### src/rtl/rader7_pkg.sv
// rader7_pkg: shared constants, sample/state types and the slot-to-sample
// lookup used by the rader7_perm input stage.
package rader7_pkg;

  localparam int W        = 8;   // sample width, two's complement
  localparam int N        = 7;   // frame length
  localparam int SLOTS    = 16;  // output slots per frame
  localparam int PERM_LEN = 12;  // slots that carry a sample; the rest are zero

  typedef logic signed [W-1:0] sample_t;
  typedef logic [2:0]          idx_t;
  typedef logic [3:0]          slot_t;

  typedef enum logic {
    IDLE = 1'b0,
    RUN  = 1'b1
  } rd_state_t;

  // Slot to sample index, table {0,5,4,6,2,3,1,5,4,6,2,3}: x[0], the
  // generator-permuted order, then the wrap-around repeat.
  function automatic idx_t perm_idx(input slot_t s);
    idx_t r;
    case (s)
      4'd0:    r = 3'd0;
      4'd1:    r = 3'd5;
      4'd2:    r = 3'd4;
      4'd3:    r = 3'd6;
      4'd4:    r = 3'd2;
      4'd5:    r = 3'd3;
      4'd6:    r = 3'd1;
      4'd7:    r = 3'd5;
      4'd8:    r = 3'd4;
      4'd9:    r = 3'd6;
      4'd10:   r = 3'd2;
      4'd11:   r = 3'd3;
      default: r = 3'd0;
    endcase
    return r;
  endfunction

  // True for slots that carry a buffered sample; the tail slots emit zero.
  function automatic logic slot_live(input slot_t s);
    return (s < slot_t'(PERM_LEN));
  endfunction

endpackage

### src/rtl/rader7_perm_if.sv
// rader7_perm_if: sample-in handshake and frame-out bus of the Rader input
// stage. The slave modport is the design's view, master is the environment.
interface rader7_perm_if;
  import rader7_pkg::*;

  sample_t x_in;
  logic    in_valid;
  logic    in_ready;
  sample_t x_out;
  logic    out_valid;
  logic    frame_start;

  modport master (
    output x_in, in_valid,
    input  in_ready, x_out, out_valid, frame_start
  );

  modport slave (
    input  x_in, in_valid,
    output in_ready, x_out, out_valid, frame_start
  );
endinterface

### src/rtl/rader7_pingpong.sv
// rader7_pingpong: two frame banks with full flags, write/read bank pointers
// and the read mux. The writer fills bank[wb]; the reader drains bank[rb].
// The full flags keep the two sides off the same bank at any one time.
module rader7_pingpong
  import rader7_pkg::*;
(
  input  logic    clk,
  input  logic    reset_n,
  input  logic    wr_en,      // store wr_data at bank[wb][wr_idx]
  input  idx_t    wr_idx,
  input  sample_t wr_data,
  input  logic    wr_last,    // this write completes bank[wb]
  input  logic    rd_done,    // reader finished bank[rb]
  input  idx_t    rd_idx,
  output logic    wr_full,    // full[wb]
  output logic    rd_full,    // full[rb]
  output logic    other_full, // full[~rb]
  output sample_t rd_data
);

  sample_t    bank [2][N];
  logic [1:0] full;
  logic       wb;
  logic       rb;

  // Bank storage, full flags and pointers; writer and reader update
  // different banks so both flag updates may land in the same cycle.
  always_ff @(posedge clk or negedge reset_n) begin
    if (!reset_n) begin
      for (int b = 0; b < 2; b++) begin
        for (int i = 0; i < N; i++) begin
          bank[b][i] <= '0;
        end
      end
      full <= 2'b00;
      wb   <= 1'b0;
      rb   <= 1'b0;
    end else begin
      if (wr_en) begin
        bank[wb][wr_idx] <= wr_data;
      end
      if (wr_en && wr_last) begin
        full[wb] <= 1'b1;
        wb       <= ~wb;
      end
      if (rd_done) begin
        full[rb] <= 1'b0;
        rb       <= ~rb;
      end
    end
  end

  assign wr_full    = full[wb];
  assign rd_full    = full[rb];
  assign other_full = full[~rb];
  assign rd_data    = bank[rb][rd_idx];

endmodule

### src/rtl/rader7_perm.sv
// rader7_perm: input stage for the 7-point Rader DFT core. Collects natural
// order samples into a ping-pong buffer and replays each frame as the
// 16-slot Rader schedule with registered outputs.
// Optional build macro RADER7_PERM_UNDERRUN_EN adds a sticky underrun output
// that flags a gap between frames.
module rader7_perm
  import rader7_pkg::*;
(
  input logic          clk,
  input logic          reset_n,
  rader7_perm_if.slave bus
`ifdef RADER7_PERM_UNDERRUN_EN
  ,
  output logic         underrun
`endif
);

  idx_t      widx;
  logic      xfer;
  logic      wr_last;
  logic      wr_full;
  logic      rd_full;
  logic      other_full;
  logic      rd_done;
  rd_state_t state;
  rd_state_t state_nx;
  slot_t     slot;
  slot_t     slot_nx;
  idx_t      rd_idx;
  sample_t   rd_data;

  assign bus.in_ready = ~wr_full;
  assign xfer         = bus.in_valid & ~wr_full;
  assign wr_last      = (widx == idx_t'(N - 1));
  assign rd_idx       = perm_idx(slot);

  // Writer index: advances on every accepted sample, wraps after x[6].
  always_ff @(posedge clk or negedge reset_n) begin
    if (!reset_n) begin
      widx <= 3'd0;
    end else if (xfer) begin
      widx <= wr_last ? 3'd0 : widx + 3'd1;
    end
  end

  rader7_pingpong u_pingpong (
    .clk        (clk),
    .reset_n    (reset_n),
    .wr_en      (xfer),
    .wr_idx     (widx),
    .wr_data    (bus.x_in),
    .wr_last    (wr_last),
    .rd_done    (rd_done),
    .rd_idx     (rd_idx),
    .wr_full    (wr_full),
    .rd_full    (rd_full),
    .other_full (other_full),
    .rd_data    (rd_data)
  );

  // Reader state and slot counter.
  always_ff @(posedge clk or negedge reset_n) begin
    if (!reset_n) begin
      state <= IDLE;
      slot  <= 4'd0;
    end else begin
      state <= state_nx;
      slot  <= slot_nx;
    end
  end

  // Reader next state: start on a full bank, release the bank after the last
  // slot and chain straight into the next frame when the other bank is ready.
  always_comb begin
    state_nx = state;
    slot_nx  = slot;
    rd_done  = 1'b0;
    case (state)
      IDLE: begin
        slot_nx = 4'd0;
        if (rd_full) begin
          state_nx = RUN;
        end else begin
          state_nx = IDLE;
        end
      end
      RUN: begin
        if (slot == slot_t'(SLOTS - 1)) begin
          rd_done = 1'b1;
          slot_nx = 4'd0;
          if (other_full) begin
            state_nx = RUN;
          end else begin
            state_nx = IDLE;
          end
        end else begin
          slot_nx = slot + 4'd1;
        end
      end
      default: begin
        state_nx = IDLE;
        slot_nx  = 4'd0;
      end
    endcase
  end

  // Registered frame outputs: one slot per cycle while running, zero when idle.
  always_ff @(posedge clk or negedge reset_n) begin
    if (!reset_n) begin
      bus.x_out       <= '0;
      bus.out_valid   <= 1'b0;
      bus.frame_start <= 1'b0;
    end else if (state == RUN) begin
      bus.x_out       <= slot_live(slot) ? rd_data : '0;
      bus.out_valid   <= 1'b1;
      bus.frame_start <= (slot == 4'd0);
    end else begin
      bus.x_out       <= '0;
      bus.out_valid   <= 1'b0;
      bus.frame_start <= 1'b0;
    end
  end

`ifdef RADER7_PERM_UNDERRUN_EN
  // Sticky gap flag: a frame ended with no further frame buffered.
  always_ff @(posedge clk or negedge reset_n) begin
    if (!reset_n) begin
      underrun <= 1'b0;
    end else if (rd_done && !other_full) begin
      underrun <= 1'b1;
    end
  end
`endif

endmodule

### src/flat_wrapper.sv
// flat-port wrapper written by rule: the top's interface ports become plain ports
module rader7_perm_flat import rader7_pkg::*;
  (clk, reset_n, bus_x_in, bus_in_valid, bus_in_ready, bus_x_out, bus_out_valid, bus_frame_start);
  rader7_perm_if bus_i ();
  input logic clk;
  input logic reset_n;
  input wire logic [$bits(bus_i.x_in)-1:0] bus_x_in;
  input wire logic [$bits(bus_i.in_valid)-1:0] bus_in_valid;
  output wire logic [$bits(bus_i.in_ready)-1:0] bus_in_ready;
  output wire logic [$bits(bus_i.x_out)-1:0] bus_x_out;
  output wire logic [$bits(bus_i.out_valid)-1:0] bus_out_valid;
  output wire logic [$bits(bus_i.frame_start)-1:0] bus_frame_start;
  assign bus_i.x_in = bus_x_in;
  assign bus_i.in_valid = bus_in_valid;
  assign bus_in_ready = bus_i.in_ready;
  assign bus_x_out = bus_i.x_out;
  assign bus_out_valid = bus_i.out_valid;
  assign bus_frame_start = bus_i.frame_start;
  rader7_perm u_core (.clk(clk), .reset_n(reset_n), .bus(bus_i));
endmodule
### config.mk
export PLATFORM = sky130hd
export DESIGN_NAME = rader7_perm_flat
export DESIGN_NICKNAME = d
export VERILOG_FILES = /design/src/rtl/rader7_pkg.sv /design/src/rtl/rader7_perm_if.sv /design/src/rtl/rader7_pingpong.sv /design/src/rtl/rader7_perm.sv /design/src/flat_wrapper.sv
export SDC_FILE = /design/constraint.sdc
export NUM_CORES = 1
export LEC_CHECK = 0
export CORE_ASPECT_RATIO = 0.8
export CORE_MARGIN = 5
export CORE_UTILIZATION = 30
export DETAILED_ROUTE_END_ITERATION = 7
export PLACE_DENSITY = 0.46
export SLEW_MARGIN = 5
export SYNTH_ARGS = -nofsm -noshare
export SYNTH_HDL_FRONTEND = slang
export SYNTH_SLANG_ARGS = --single-unit
### constraint.sdc
create_clock -name clk -period 2.9 [get_ports clk]
set_input_delay 0.87 -clock clk [delete_from_list [all_inputs] [get_ports clk]]
set_output_delay 0.87 -clock clk [all_outputs]
set_load 0.05 [all_outputs]
* Word level (Yosys, flattened, before mapping)
Memory sizes are Yosys's and may differ from the RTL's. Index checks and enable logic that the tools add are counted.
Operators by class: reduce and logical (&&, ||, !) cells 6, bitwise operators 12, mux-type cells 36, magnitude comparators 12, add/sub/neg operators 2, equal/unequal tests 2
Operators with widths (number):
- 56-bit 2-to-1 mux | 4
- 112-bit bitwise mux | 1
- 56-bit demux with 1-bit select | 1
- 8-bit 2-to-1 mux | 5
- 8-bit binary-select mux with 3-bit select | 1
- 8-bit demux with 3-bit select | 1
- 1-bit 2-to-1 mux | 15
- 4-bit >= comparator (second input constant) | 2
- 3-bit NOT with 4-bit output | 2
- 4-bit case mux with 2 select lines | 1
- 1-bit by 2-bit < comparator with 1-bit output (second input constant) | 3
- 1-bit logical AND | 5
- 4-bit by 1-bit adder with 4-bit output (second input constant) | 1
- 4-bit == test (second input constant) | 1
- 2-bit >= comparator (second input constant) | 2
- 4-bit zero test | 1
- 4-bit by 1-bit < comparator with 1-bit output (second input constant) | 1
- 4-bit < comparator (second input constant) | 1
- 2-bit 2-to-1 mux | 2
- 4-bit 2-to-1 mux | 1
- 1-bit NOT | 4
- 1-bit NOT with 2-bit output | 2
- 3-bit by 1-bit adder with 3-bit output (second input constant) | 1
- 3-bit == test (second input constant) | 1
- 9 further kinds | 11
Word-level totals: memories kept 1, register bits 134, logic and storage cells 94, output and inout port bits 11, memory bits (read-only) 48
Memories:
- (name not given) | words 16, bits a word 3, rd ports 1, clocked after memory_dff 0, wr ports 0, RTL line rader7_pkg.sv:23 | case (s)

* Logic depth before layout (Yosys ltp)
word-level depth 9, gate-level depth with buffers 9, mapped depth without buffers 7

* Modules after synthesis
From an unflattened synthesis, not the netlist that was laid out.
Second synthesis, totals: cells, all modules 437, area, all modules 6180.9 sq um
By module, submodules not included:
- rader7_pingpong | times used 1, cells each 363, area an instance 5391.4 sq um
- rader7_perm | times used 1, cells each 74, area an instance 789.5 sq um

* Least setup slack after synthesis
Ideal clock, no wire load.
path type flip-flop to flip-flop, start point reg u_core.u_pingpong.wb, end point reg u_core.u_pingpong.bank[0] in the netlist's numbering, required time 2.775 ns, arrival time 2.327 ns, cell stages (with the launch flop) 8, library setup time 0.125 ns, path buffers 2, period minus slack after synthesis 2.452 ns, slack 0.448 ns, path through dfrtp_1 -> buf_6 -> mux2i_2 -> nand3_2 -> or3_1 -> buf_6 -> nor2_8 -> mux2_4
RTL lines:
- start: declaration | RTL line rader7_pingpong.sv:23 | logic wb;
- start signal: assignment | RTL line rader7_pingpong.sv:44 | wb <= ~wb;
- 1-bit 2-to-1 mux (implied by the code) (2 in series) | RTL line rader7_pingpong.sv:53 | assign wr_full = full[wb];
- 1-bit NOT
- named net bus_in_ready | RTL line flat_wrapper.sv:9 | output wire logic [$bits(bus_i.in_ready)-1:0] bus_in_ready;
- 1-bit AND | RTL line rader7_perm.sv:33 | assign xfer = bus.in_valid & ~wr_full;
- end signal: indexed assignment | RTL line rader7_pingpong.sv:40 | bank[wb][wr_idx] <= wr_data;
- end: declaration | RTL line rader7_pingpong.sv:21 | sample_t bank [2][N];
The timed path passes the listed nets, and every way through them passes these cells. The select of a mux whose other input is x is not followed. A chain may end at the register's enable or synchronous reset.

* Worst setup path in the final report
start point reg u_core.u_pingpong.wb, end point out bus_in_ready
Between the ends: longest elaborated chain between the ends 3
Ends and longest elaborated chain:
- 1-bit 2-to-1 mux (implied by the code) (2 in series) | RTL line rader7_pingpong.sv:53
- 1-bit NOT | RTL line rader7_perm.sv:32 | assign bus.in_ready = ~wr_full;
- end: declaration | RTL line flat_wrapper.sv:9
No other way between the ends. The select of a mux whose other input is x is not followed.

==> metrics.md <==
| Metric | Value |
|---|---|
| Crit path cell chain | `mux2i_2 -> buf_4` |
| Placed Cells | `706` |
| Worst Tran Pin Value | `652 ps` |
| WHS | `460 ps` |
| Synth cell types | `47` |
| P_int | `5.90 mW` |
| Fin crit share | `86.8%` |
| Main synth FF type | `dfrtp_1` |
| Syn. warnings | `0` |
| Net Sw Frac | `35.5%` |
| Clock power frac | `21.0%` |
| Clock Latency Late Sink | `410 ps` |
| #FFs+latches synth | `134` |
| Overflow left after global routing | `0` |
| Post-route minimum period | `2520 ps` |
| NetSw | `3.24 mW` |
| CTS max path bufs | `2` |
| Clock-pin slew reported for the worst setup and hold paths after clock tree synthesis | `50 ps` |
| Syn Nets | `440` |
| Final Skew | `7.11 ps` |
| DRC | `0` |
| First-pass GRT wire length | `23000 um` |
| Die area | `23700 um^2` |
| HP Class | `in2async` |
| Setup Buffers After CTS | `0` |
| CTS H-Tree Depth | `4` |
| Fillers | `1951` |
| Leakage power | `3.16 nW` |
| CP required | `2030 ps` |
| Port bufs | `21` |
| Seq/Total Area, Yosys | `53.9%` |
| Ports | `22` |
| Drt first-iter violations | `179` |
| CP Class | `reg2out` |
| Setup violations, final | `0` |
| DRT Pass-1 Iters | `4` |
| PostCTS Resize Cnt | `0` |
| Max Cap Viol | `0` |
| Crit-path max FO | `8` |
| Antenna Nets Post-Route | `0` |
| Seq pwr share | `36.1%` |
| Top-area cell type share of the netlist area | `53.9%` |
| Crit-path slowest cell | `dfrtp_1` |
| Slew HR | `56.6%` |
| Hold-fix buffers at CTS | `0` |
| Max-slew violation count | `0` |
| Root buffer cell | `clkbuf_16` |
| Buf+Inv Stages, Crit Path | `1` |
| Status | `completed` |
| CP startpoint kind | `flop` |
| Slowest stage delay, CP | `630 ps` |
| Synth area leaders | `dfrtp_1 (54%), mux2_2 (22%), mux4_2 (5.4%), mux2_4 (3.9%), a221oi_1 (1.1%)` |
| Overall Power | `9.14 mW` |
| Routed len/inst | `19.2 um` |
| Total GRT Usage | `12.7%` |
| Layout cell share with drive strength beyond 1 | `43.9%` |
| Ant diodes | `0` |
| Post-layout util | `35.7%` |
| Post-DP HPWL | `9590 um` |
| Vias in the first global route | `3890` |
| Pwr per Cell Area | `1250 nW/um^2` |
| Avg Cell Area, Syn | `14.6 um^2` |
| Post-Route WL | `14100 um` |
| Maximum clock frequency | `397 MHz` |
| CTS Buf Count | `17` |
| Clk sink count | `134` |
| RSZ-0062 raised after global routing | `false` |
| Comb power frac | `42.9%` |
| Die height | `139 um` |
| Initial antenna violation count | `0` |
| Finished Layout Cells | `734` |
| Final net count | `471` |
| Setup tns final | `0 ps` |
| Row Count | `47` |
| Biggest area consumer among synthesized cells | `dfrtp_1` |
| Gpl congestion | `0.775` |
| Post-Syn Instances | `425` |
| Peak VDD IR | `0.339 mV` |
| Worst EP arrival | `1650 ps` |
| Worst setup EP type | `output port` |
| Core Region | `20500 um^2` |
| CTS tree | `done` |
| Post-synth ARST share | `100%` |
| Post-Syn Area | `6220 um^2` |
| Cell family with most CP delay | `flip-flops` |
| Final hold viol count | `0` |
| Initial core utilization | `30.3%` |
| Synth-to-Final Area Change | `17.7%` |
| Vias | `3639` |
| Via density | `4.96` |
| Largest net degree at the start of global routing | `85` |
| Chip width | `171 um` |
| EDFF count, synth | `0` |
area by class of cell:
type	instances	area, um^2	area share [%]
Clock inverter	4	22.5	0.308
Multi-Input combinational cell	261	2720	37.2
Sequential cell	134	3350	45.8
Tap cell	269	337	4.60
Clock buffer	24	502	6.85
Inverter	6	22.5	0.308
Timing Repair Buffer	36	359	4.91
flip-flops by register name, indices dropped and copies added (netlist names):
signal and count:
u_core.u_pingpong.bank 112, u_core.slot 4, u_core.u_pingpong.rb 1, u_core.u_pingpong.full 2, u_core.state 1, u_core.bus.x_out 8, u_core.u_pingpong.wb 1, u_core.bus.frame_start 1
u_core.bus.out_valid 1, u_core.widx 3
power by group through the flow:
stage / sequential (mW) / clock [mW] / combinational, mW
after global routing: 3.43 / 2.07 / 4.27
after CTS: 3.31 / 1.99 / 3.97
after floorplan: 3.30 / 0 / 2.77
after detailed placement: 3.33 / 0 / 3.95
final: 3.30 / 1.92 / 3.92
after global placement: 3.30 / 0 / 3.92
cell families after synthesis:
group	synth area share, %
AO/OA/AOI/OAI	6.42
XOR/XNOR	0.282
adder cells (fa/ha/maj)	0.805
buffers and inverters	2.29
flip-flops	53.9
multiplexers	31.7
AND/OR/NAND/NOR	4.57
worst register-to-register path, stage by stage, from the launching register on:
cell	delay (ps)
dfrtp_1	430
ha_1	280
ha_1	160
nand2b_1	110
o21a_1	170
buf_12	250
mux4_2	380
a22oi_1	410
a211oi_1	170
placed cells by master, fill, tap and decap left out, drive strengths merged, types with 10 or more instances in the layout:
master	n
nand2	15
clkbuf	24
buf	17
nor2	10
mux2	135
dfrtp	134
mux4	15
clkdlybuf4s50	19
stage by stage:
stage	setup WS, ps	instance area, um^2
floorplan	448	6220
CTS	370	7320
finish	382	7320
detailed placement	115	6800
global route	215	7320
global placement	136	6800
path summary, 6_finish.rpt:
check                                                        from                                endpoint  slack (ps)  cells after the start
setup / recovery                 u_core.u_pingpong.wb$_DFFE_PN0N_                            bus_in_ready         380                      2
hold / removal                                            reset_n  u_core.u_pingpong.bank[89]$_DFFE_PN0P_         460                      2
setup reg to reg                         u_core.slot[1]$_DFF_PN0_           u_core.bus.x_out[7]$_DFF_PN0_         390                      8
hold reg to reg            u_core.u_pingpong.bank[15]$_DFFE_PN0P_  u_core.u_pingpong.bank[15]$_DFFE_PN0P_         500                      1
max in group asynchronous                                 reset_n           u_core.bus.x_out[2]$_DFF_PN0_        1870                      2
min in group clk           u_core.u_pingpong.bank[15]$_DFFE_PN0P_  u_core.u_pingpong.bank[15]$_DFFE_PN0P_         500                      1
synthesized netlist by cell type (4+ instances only):
| cell | n |
|---|---|
| a31oi_1 | 7 |
| mux2i_1 | 4 |
| a211oi_1 | 8 |
| inv_1 | 6 |
| buf_2 | 9 |
| dfrtp_1 | 134 |
| o21ai_0 | 7 |
| nor2_1 | 7 |
| a221oi_1 | 8 |
| mux4_2 | 15 |
| mux2_2 | 119 |
| nand2b_1 | 4 |
| nand2_1 | 15 |
| a22oi_1 | 7 |
| clkbuf_1 | 10 |
| mux2_4 | 16 |
| ha_1 | 4 |
routing by layer:
metal  up-vias  global-route usage [%]  part of all wire, %
li1       1648                       -                    -
met2        51                    17.5                   43
met5         -                       0                    0
met3        13                    3.16                  4.1
met1      1927                    19.6                   52
met4         0                    4.09                  1.2
Note: power is estimated with default switching activity, not from simulation.
